$ cat config.mk
export PLATFORM = sky130hd
export DESIGN_NAME = pc_sequencer
export DESIGN_NICKNAME = d
export VERILOG_FILES = /design/src/rtl/pc_sequencer_pkg.sv /design/src/rtl/pc_sequencer_ret_stack.sv /design/src/rtl/pc_sequencer.sv
export SDC_FILE = /design/constraint.sdc
export NUM_CORES = 1
export LEC_CHECK = 0
export CAP_MARGIN = 20
export CELL_PAD_IN_SITES_DETAIL_PLACEMENT = 0
export CELL_PAD_IN_SITES_GLOBAL_PLACEMENT = 1
export CORE_UTILIZATION = 37
export DETAILED_ROUTE_END_ITERATION = 7
export GPL_ROUTABILITY_DRIVEN = 0
export PLACE_DENSITY_LB_ADDON = 0.1
export RECOVER_POWER = 25
export SYNTH_ARGS = -nofsm -noshare
export SYNTH_HDL_FRONTEND = slang
export SYNTH_SLANG_ARGS = --single-unit
export TNS_END_PERCENT = 10
$ cat constraint.sdc
create_clock -name clock -period 2.8 [get_ports clock]
set_input_delay 0.42 -clock clock [delete_from_list [all_inputs] [get_ports clock]]
set_output_delay 0.42 -clock clock [all_outputs]
set_load 0.005 [all_outputs]
$ cat src/rtl/pc_sequencer_pkg.sv
// Shared types and defaults for the PC sequencer and its return-address stack.
package pc_sequencer_pkg;

    localparam int ADDR_W_DEFAULT      = 8;
    localparam int STACK_DEPTH_DEFAULT = 4;

    // Sequencer control state; encoding is fixed so checkers can decode it.
    typedef enum logic [1:0] {
        RUN  = 2'b00,
        HALT = 2'b01
    } seq_state_t;

endpackage

$ cat src/rtl/pc_sequencer_ret_stack.sv
// Return-address LIFO. Push and pop are ignored when they would overflow or
// underflow, so the count always stays in 0..DEPTH. Entry storage has no
// reset; o_top is forced to zero while empty so stale contents never leak.
module ret_stack
    import pc_sequencer_pkg::*;
#(
    parameter int W     = ADDR_W_DEFAULT,
    parameter int DEPTH = STACK_DEPTH_DEFAULT,
    localparam int IW   = $clog2(DEPTH),
    localparam int CW   = IW + 1
) (
    input  logic          i_clk,
    input  logic          i_rst,
    input  logic          i_push,
    input  logic          i_pop,
    input  logic [W-1:0]  i_push_data,
    output logic [W-1:0]  o_top,
    output logic [CW-1:0] o_count,
    output logic          o_full,
    output logic          o_empty
);

    logic [W-1:0]  r_mem [DEPTH];
    logic [CW-1:0] r_count;
    logic [IW-1:0] w_wr_idx;
    logic [IW-1:0] w_rd_idx;
    logic          w_do_push;
    logic          w_do_pop;

    assign o_full    = (r_count == CW'(DEPTH));
    assign o_empty   = (r_count == '0);
    assign w_do_push = i_push && !o_full;
    assign w_do_pop  = i_pop && !o_empty && !i_push;
    assign w_wr_idx  = r_count[IW-1:0];
    assign w_rd_idx  = r_count[IW-1:0] - IW'(1);
    assign o_count   = r_count;

    // Top of stack is only meaningful while non-empty.
    always_comb begin
        o_top = '0;
        if (!o_empty) begin
            o_top = r_mem[w_rd_idx];
        end
    end

    // Occupancy counter: one push or one pop per cycle at most.
    always_ff @(posedge i_clk or posedge i_rst) begin
        if (i_rst) begin
            r_count <= '0;
        end else if (w_do_push) begin
            r_count <= r_count + CW'(1);
        end else if (w_do_pop) begin
            r_count <= r_count - CW'(1);
        end
    end

    // Entry storage; written only on an accepted push.
    always_ff @(posedge i_clk) begin
        if (w_do_push) begin
            r_mem[w_wr_idx] <= i_push_data;
        end
    end

endmodule

$ cat src/rtl/pc_sequencer.sv
// Next-PC selection: RUN/HALT control FSM, priority redirect mux and a
// return-address stack. next_address is combinational and is latched by the
// external PC register on the following rising edge.
module pc_sequencer
    import pc_sequencer_pkg::*;
#(
    parameter int ADDR_W      = ADDR_W_DEFAULT,
    parameter int STACK_DEPTH = STACK_DEPTH_DEFAULT,
    localparam int CW         = $clog2(STACK_DEPTH) + 1
) (
    input  logic              clock,
    input  logic              reset,
    input  logic [ADDR_W-1:0] pc_atual,
    input  logic              branch_taken,
    input  logic [ADDR_W-1:0] branch_offset,
    input  logic              jump,
    input  logic [ADDR_W-1:0] jump_target,
    input  logic              call,
    input  logic              ret,
    input  logic              stall,
    input  logic              halt,
    input  logic              resume,
    output logic [ADDR_W-1:0] next_address,
    output logic              halted,
    output logic [CW-1:0]     stack_count,
    output logic              stack_overflow,
    output logic              stack_underflow,
    output seq_state_t        dbg_state
);

    seq_state_t        r_state;
    seq_state_t        w_state_next;
    logic              r_overflow;
    logic              r_underflow;
    logic [ADDR_W-1:0] w_pc_inc;
    logic [ADDR_W-1:0] w_pc_branch;
    logic [ADDR_W-1:0] w_top;
    logic              w_full;
    logic              w_empty;
    logic              w_push;
    logic              w_pop;
    logic              w_set_ovf;
    logic              w_set_unf;

    // Same-width addition gives the modulo-2^ADDR_W wrap and sign extension
    // of the displacement for free.
    assign w_pc_inc    = pc_atual + ADDR_W'(1);
    assign w_pc_branch = w_pc_inc + branch_offset;

    assign halted          = (r_state == HALT);
    assign stack_overflow  = r_overflow;
    assign stack_underflow = r_underflow;
    assign dbg_state       = r_state;

    ret_stack #(
        .W     (ADDR_W),
        .DEPTH (STACK_DEPTH)
    ) u_ret_stack (
        .i_clk       (clock),
        .i_rst       (reset),
        .i_push      (w_push),
        .i_pop       (w_pop),
        .i_push_data (w_pc_inc),
        .o_top       (w_top),
        .o_count     (stack_count),
        .o_full      (w_full),
        .o_empty     (w_empty)
    );

    // Control state register.
    always_ff @(posedge clock or posedge reset) begin
        if (reset) begin
            r_state <= RUN;
        end else begin
            r_state <= w_state_next;
        end
    end

    // Sticky stack error flags; only reset clears them.
    always_ff @(posedge clock or posedge reset) begin
        if (reset) begin
            r_overflow  <= 1'b0;
            r_underflow <= 1'b0;
        end else begin
            if (w_set_ovf) r_overflow  <= 1'b1;
            if (w_set_unf) r_underflow <= 1'b1;
        end
    end

    // Next state, next address and stack requests in priority order.
    always_comb begin
        w_state_next = r_state;
        next_address = w_pc_inc;
        w_push       = 1'b0;
        w_pop        = 1'b0;
        w_set_ovf    = 1'b0;
        w_set_unf    = 1'b0;
        case (r_state)
            RUN: begin
                if (halt) begin
                    w_state_next = HALT;
                    next_address = pc_atual;
                end else if (stall) begin
                    next_address = pc_atual;
                end else if (ret) begin
                    if (!w_empty) begin
                        next_address = w_top;
                        w_pop        = 1'b1;
                    end else begin
                        next_address = w_pc_inc;
                        w_set_unf    = 1'b1;
                    end
                end else if (call) begin
                    next_address = jump_target;
                    if (!w_full) begin
                        w_push = 1'b1;
                    end else begin
                        w_set_ovf = 1'b1;
                    end
                end else if (jump) begin
                    next_address = jump_target;
                end else if (branch_taken) begin
                    next_address = w_pc_branch;
                end
            end
            HALT: begin
                next_address = pc_atual;
                if (resume && !halt) begin
                    w_state_next = RUN;
                end
            end
            default: begin
                w_state_next = RUN;
                next_address = pc_atual;
            end
        endcase
        // Reset forces the redirect to zero without waiting for a clock edge.
        if (reset) begin
            next_address = '0;
            w_push       = 1'b0;
            w_pop        = 1'b0;
            w_set_ovf    = 1'b0;
            w_set_unf    = 1'b0;
        end
    end

endmodule

==> impl_metrics.sql <==
INSERT INTO impl_metrics (metric_group, metric, value, unit) VALUES
('run_status', 'outcome', 'finished, violations left', ''),
('logic_synthesis', 'count_of_flip_flops_with_a_built_in_enable_after_synthesis', '32', ''),
('timing', 'rsz_0062_raised_after_global_routing', 'yes', ''),
('critical_path', 'setup.reg_to_reg.worst_slack', '0.46', 'ns'),
('logic_synthesis', 'postSynthRegisterBits', '38', ''),
('floorplanning', 'die-area', '0.00719', 'mm^2'),
('clock_tree', 'cts_clock_pin_slew_for_the_worst_setup_and_hold_paths', '0.08', 'ns'),
('worst_hold_path', 'min_path_cells', '1', ''),
('finish', 'drive_gt1_share', '40.9', '%'),
('power_and_ir_drop', 'powerDensity', '540', 'mW/mm^2'),
('clock_tree', 'numClockSinks', '38', ''),
('logic_synthesis', 'synth-seq-area-share', '43.8', '%'),
('finish', 'final_util', '62.7', '%'),
('logic_synthesis', 'yosys.cell_count.top_type', 'sky130_fd_sc_hd__edfxtp_1', ''),
('timing', 'min_period_over_period', '102', '%'),
('logic_synthesis', 'syn-mean-instance-area', '10.5', 'um^2'),
('timing', 'timing.final.max_slew_violations', '0', ''),
('logic_synthesis', 'syn-cell-area', '0.00254', 'mm^2'),
('critical_path', 'max_stage_delay', '0.41', 'ns'),
('global_route', 'grt_overflow', '0', ''),
('run', 'max_cap_viol_count', '0', ''),
('routing', 'vias', '2349', ''),
('place', 'detailed_place_hpwl', '5610', 'um'),
('logic_synthesis', 'synthDistinctLibCells', '54', ''),
('clock_tree', 'clk_latency', '0.30', 'ns'),
('logic_synthesis', 'synth.yosys.warnings', '0', ''),
('routing', 'routed_wire_length_per_instance', '17.4', 'um'),
('routing', 'routed_wl', '7630', 'um'),
('logic_synthesis', 'syn_inst', '242', ''),
('clock_tree', 'cts_inserted_buffers', '5', ''),
('power_and_ir_drop', 'clockPowerShare', '25.9', '%'),
('logic_synthesis', 'synth.area.top_cells', 'sky130_fd_sc_hd__edfxtp_1 (38%), sky130_fd_sc_hd__mux4_2 (7.1%), sky130_fd_sc_hd__dfrtp_1 (5.9%), sky130_fd_sc_hd__ha_1 (5.9%), sky130_fd_sc_hd__o21ai_0 (3.4%)', ''),
('power_and_ir_drop', 'pwr-share-seq', '29.7', '%'),
('clock_tree', 'cts_tree', 'yes', ''),
('clock_tree', 'cts-root-buf', 'sky130_fd_sc_hd__clkbuf_8', ''),
('critical_path', 'worst-endpoint-arrival', '2.43', 'ns'),
('global_route', 'number_of_global_route_vias_before_repair', '2465', ''),
('routing', 'remaining_drc_errors', '4', ''),
('power_and_ir_drop', 'power.switching_fraction', '30.5', '%'),
('global_route', 'pin_count_of_the_biggest_net_entering_global_routing', '23', ''),
('logic_synthesis', 'synth_top_cells_by_count', 'sky130_fd_sc_hd__edfxtp_1 (32), sky130_fd_sc_hd__nor2_1 (22), sky130_fd_sc_hd__nand2_1 (20)', ''),
('critical_path', 'crit_path_end_kind', 'primary output', ''),
('global_route', 'grt_antenna_before_repair', '0', ''),
('floorplanning', 'start_util', '39.1', '%'),
('floorplanning', 'chipHeight', '84.8', 'um'),
('place', 'pre_cts_slack', '-1.13', 'ns'),
('global_route', 'globalRouteTotalUtil', '22.7', '%'),
('global_route', 'grt_first_pass_wirelength', '12500', 'um'),
('clock_tree', 'max-clock-path-buffers', '2', ''),
('routing', 'drtPass1Iterations', '7', ''),
('routing', 'drt_iter0_drc', '102', ''),
('run_status', 'failing_checks', 'design-rule violations, negative setup slack', ''),
('worst_hold_path', 'hp-class', 'register to register', ''),
('power_and_ir_drop', 'p_switching', '0.000671', 'W'),
('critical_path', 'timing_worst_setup_path_type', 'input pin to primary output', ''),
('power_and_ir_drop', 'finalPower', '0.00220', 'W'),
('floorplanning', 'floorplan.core_area', '0.00649', 'mm^2'),
('place', 'placement.io_buffers', '47', ''),
('power_and_ir_drop', 'internal-power', '0.00153', 'W'),
('logic_synthesis', 'synth_largest_type_area_fraction', '37.9', '%'),
('timing', 'smallest_setup_slack_after_layout', '-0.0528', 'ns'),
('critical_path', 'startpoint_type', 'input pin', ''),
('logic_synthesis', 'synth_largest_area_cell', 'sky130_fd_sc_hd__edfxtp_1', ''),
('critical_path', 'path_cells', 'buf_8 -> buf_6 -> inv_4 -> ha_4 -> inv_2 -> fa_2 -> xor2_1 -> mux2_2 -> a211oi_2 -> a211oi_1 -> nor3_2 -> buf_2', ''),
('finish', 'final_nets', '408', ''),
('critical_path', 'reg2reg_depth', '6', ''),
('critical_path', 'timing.critical_path.fanout_max', '4', ''),
('clock_tree', 'cts-htree-levels', '2', ''),
('timing', 'setup-violations-final', '4', ''),
('timing', 'holdWs', '0.469', 'ns'),
('routing', 'detail-route-antenna-nets', '0', '');
==> metrics by stage <==
step	setup TNS (ns)	instance area, um^2	cells
after floorplan	0	2550	242
after global placement	-6.64	3600	420
after detailed placement	-6.74	3600	420
after CTS	-0.0849	4050	439
after global routing	-0.660	4070	439
final	-0.134	4070	439
==> timing repair <==
item / 4_1_cts / 5_1_grt
resized for setup: 110 / 13
pin swaps: 37 / 16
endpoints found under the setup margin: 8 / 8
buffers inserted: 11 / 0
hold buffers: 0 / 0
==> power by group through the flow <==
stage / clock network (W) / registers [W] / logic (W)
2_1_floorplan: 0 / 0.000683 / 0.000528
3_3_place_gp: 0 / 0.000667 / 0.000906
3_5_place_dp: 0 / 0.000668 / 0.000904
4_1_cts: 0.000577 / 0.000655 / 0.000974
5_1_grt: 0.000595 / 0.000658 / 0.00107
6_report: 0.000570 / 0.000655 / 0.000976
==> logic make-up after synthesis <==
kind of cell               after synthesis  share of synthesized area (%)
AOI/OAI and AO/OA                       69                           17.8
xor gates and xnor gates                 8                           2.76
adders and majority gates               14                           7.49
buffers and inverters                   24                           4.34
DFF                                     38                           43.8
muxes                                   11                           8.53
other                                    1                          0.148
and+or+nand+nor                         77                           15.2
==> layer usage <==
metal / vias to the layer above / global-route usage [%] / part of all wire (%)
li1: 1144 / - / -
met1: 1122 / 30.9 / 46
met2: 68 / 37.7 / 48
met3: 15 / 3.89 / 4.8
met4: 0 / 6.32 / 1.4
met5: - / 0 / 0
==> sequential cells by signal, summed over array words and instances (netlist names) <==
register / flops
u_ret_stack.r_mem: 32
stack_overflow: 1
dbg_state: 1
stack_underflow: 1
u_ret_stack.o_count: 3
==> final timing paths <==
| path | endpoint | startpoint |
|---|---|---|
| max | next_address[2] | pc_atual[0] |
| min in group asynchronous | dbg_state[0]$_DFFE_PP0P_ | reset |
| min | stack_overflow$_DFFE_PP0P_ | stack_overflow$_DFFE_PP0P_ |
| max reg2reg | u_ret_stack.o_count[2]$_DFFE_PP0P_ | dbg_state[0]$_DFFE_PP0P_ |
| max in group asynchronous | u_ret_stack.o_count[0]$_DFFE_PP0P_ | reset |
| min reg2reg | stack_overflow$_DFFE_PP0P_ | stack_overflow$_DFFE_PP0P_ |
==> final cells by class <==
| type | instances | area [um^2] |
|---|---|---|
| Timing Repair Buffer | 124 | 1090 |
| Clock buffer | 5 | 68.8 |
| Tap cell | 77 | 96.3 |
| Fill cell | 559 | 2420 |
| Clock inverter | 3 | 68.8 |
| Multi-Input combinational cell | 180 | 1590 |
| Sequential cell | 38 | 1110 |
| Inverter | 12 | 47.5 |
==> layout by cell type (no fill, tap or decap), types with 6 or more instances in the layout <==
cell type / instances
sky130_fd_sc_hd__clkdlybuf4s50_1: 30
sky130_fd_sc_hd__ha_4: 8
sky130_fd_sc_hd__edfxtp_1: 32
sky130_fd_sc_hd__mux4_2: 8
sky130_fd_sc_hd__dfrtp_1: 6
sky130_fd_sc_hd__nand2_1: 18
sky130_fd_sc_hd__buf_4: 64
sky130_fd_sc_hd__nor2_1: 19
sky130_fd_sc_hd__o21ai_0: 13
sky130_fd_sc_hd__inv_1: 6
sky130_fd_sc_hd__a21oi_1: 10
sky130_fd_sc_hd__buf_6: 6
sky130_fd_sc_hd__nand3_1: 7
==> critical path, delay by kind of cell <==
family | cells | cell delay, ns
compound gates | 2 | 0.30
xor+xnor | 1 | 0.16
fa+ha+maj | 2 | 0.56
buf+inv | 5 | 0.47
mux | 1 | 0.27
simple gates | 1 | 0.25
Power figures use the tool's default switching activity.
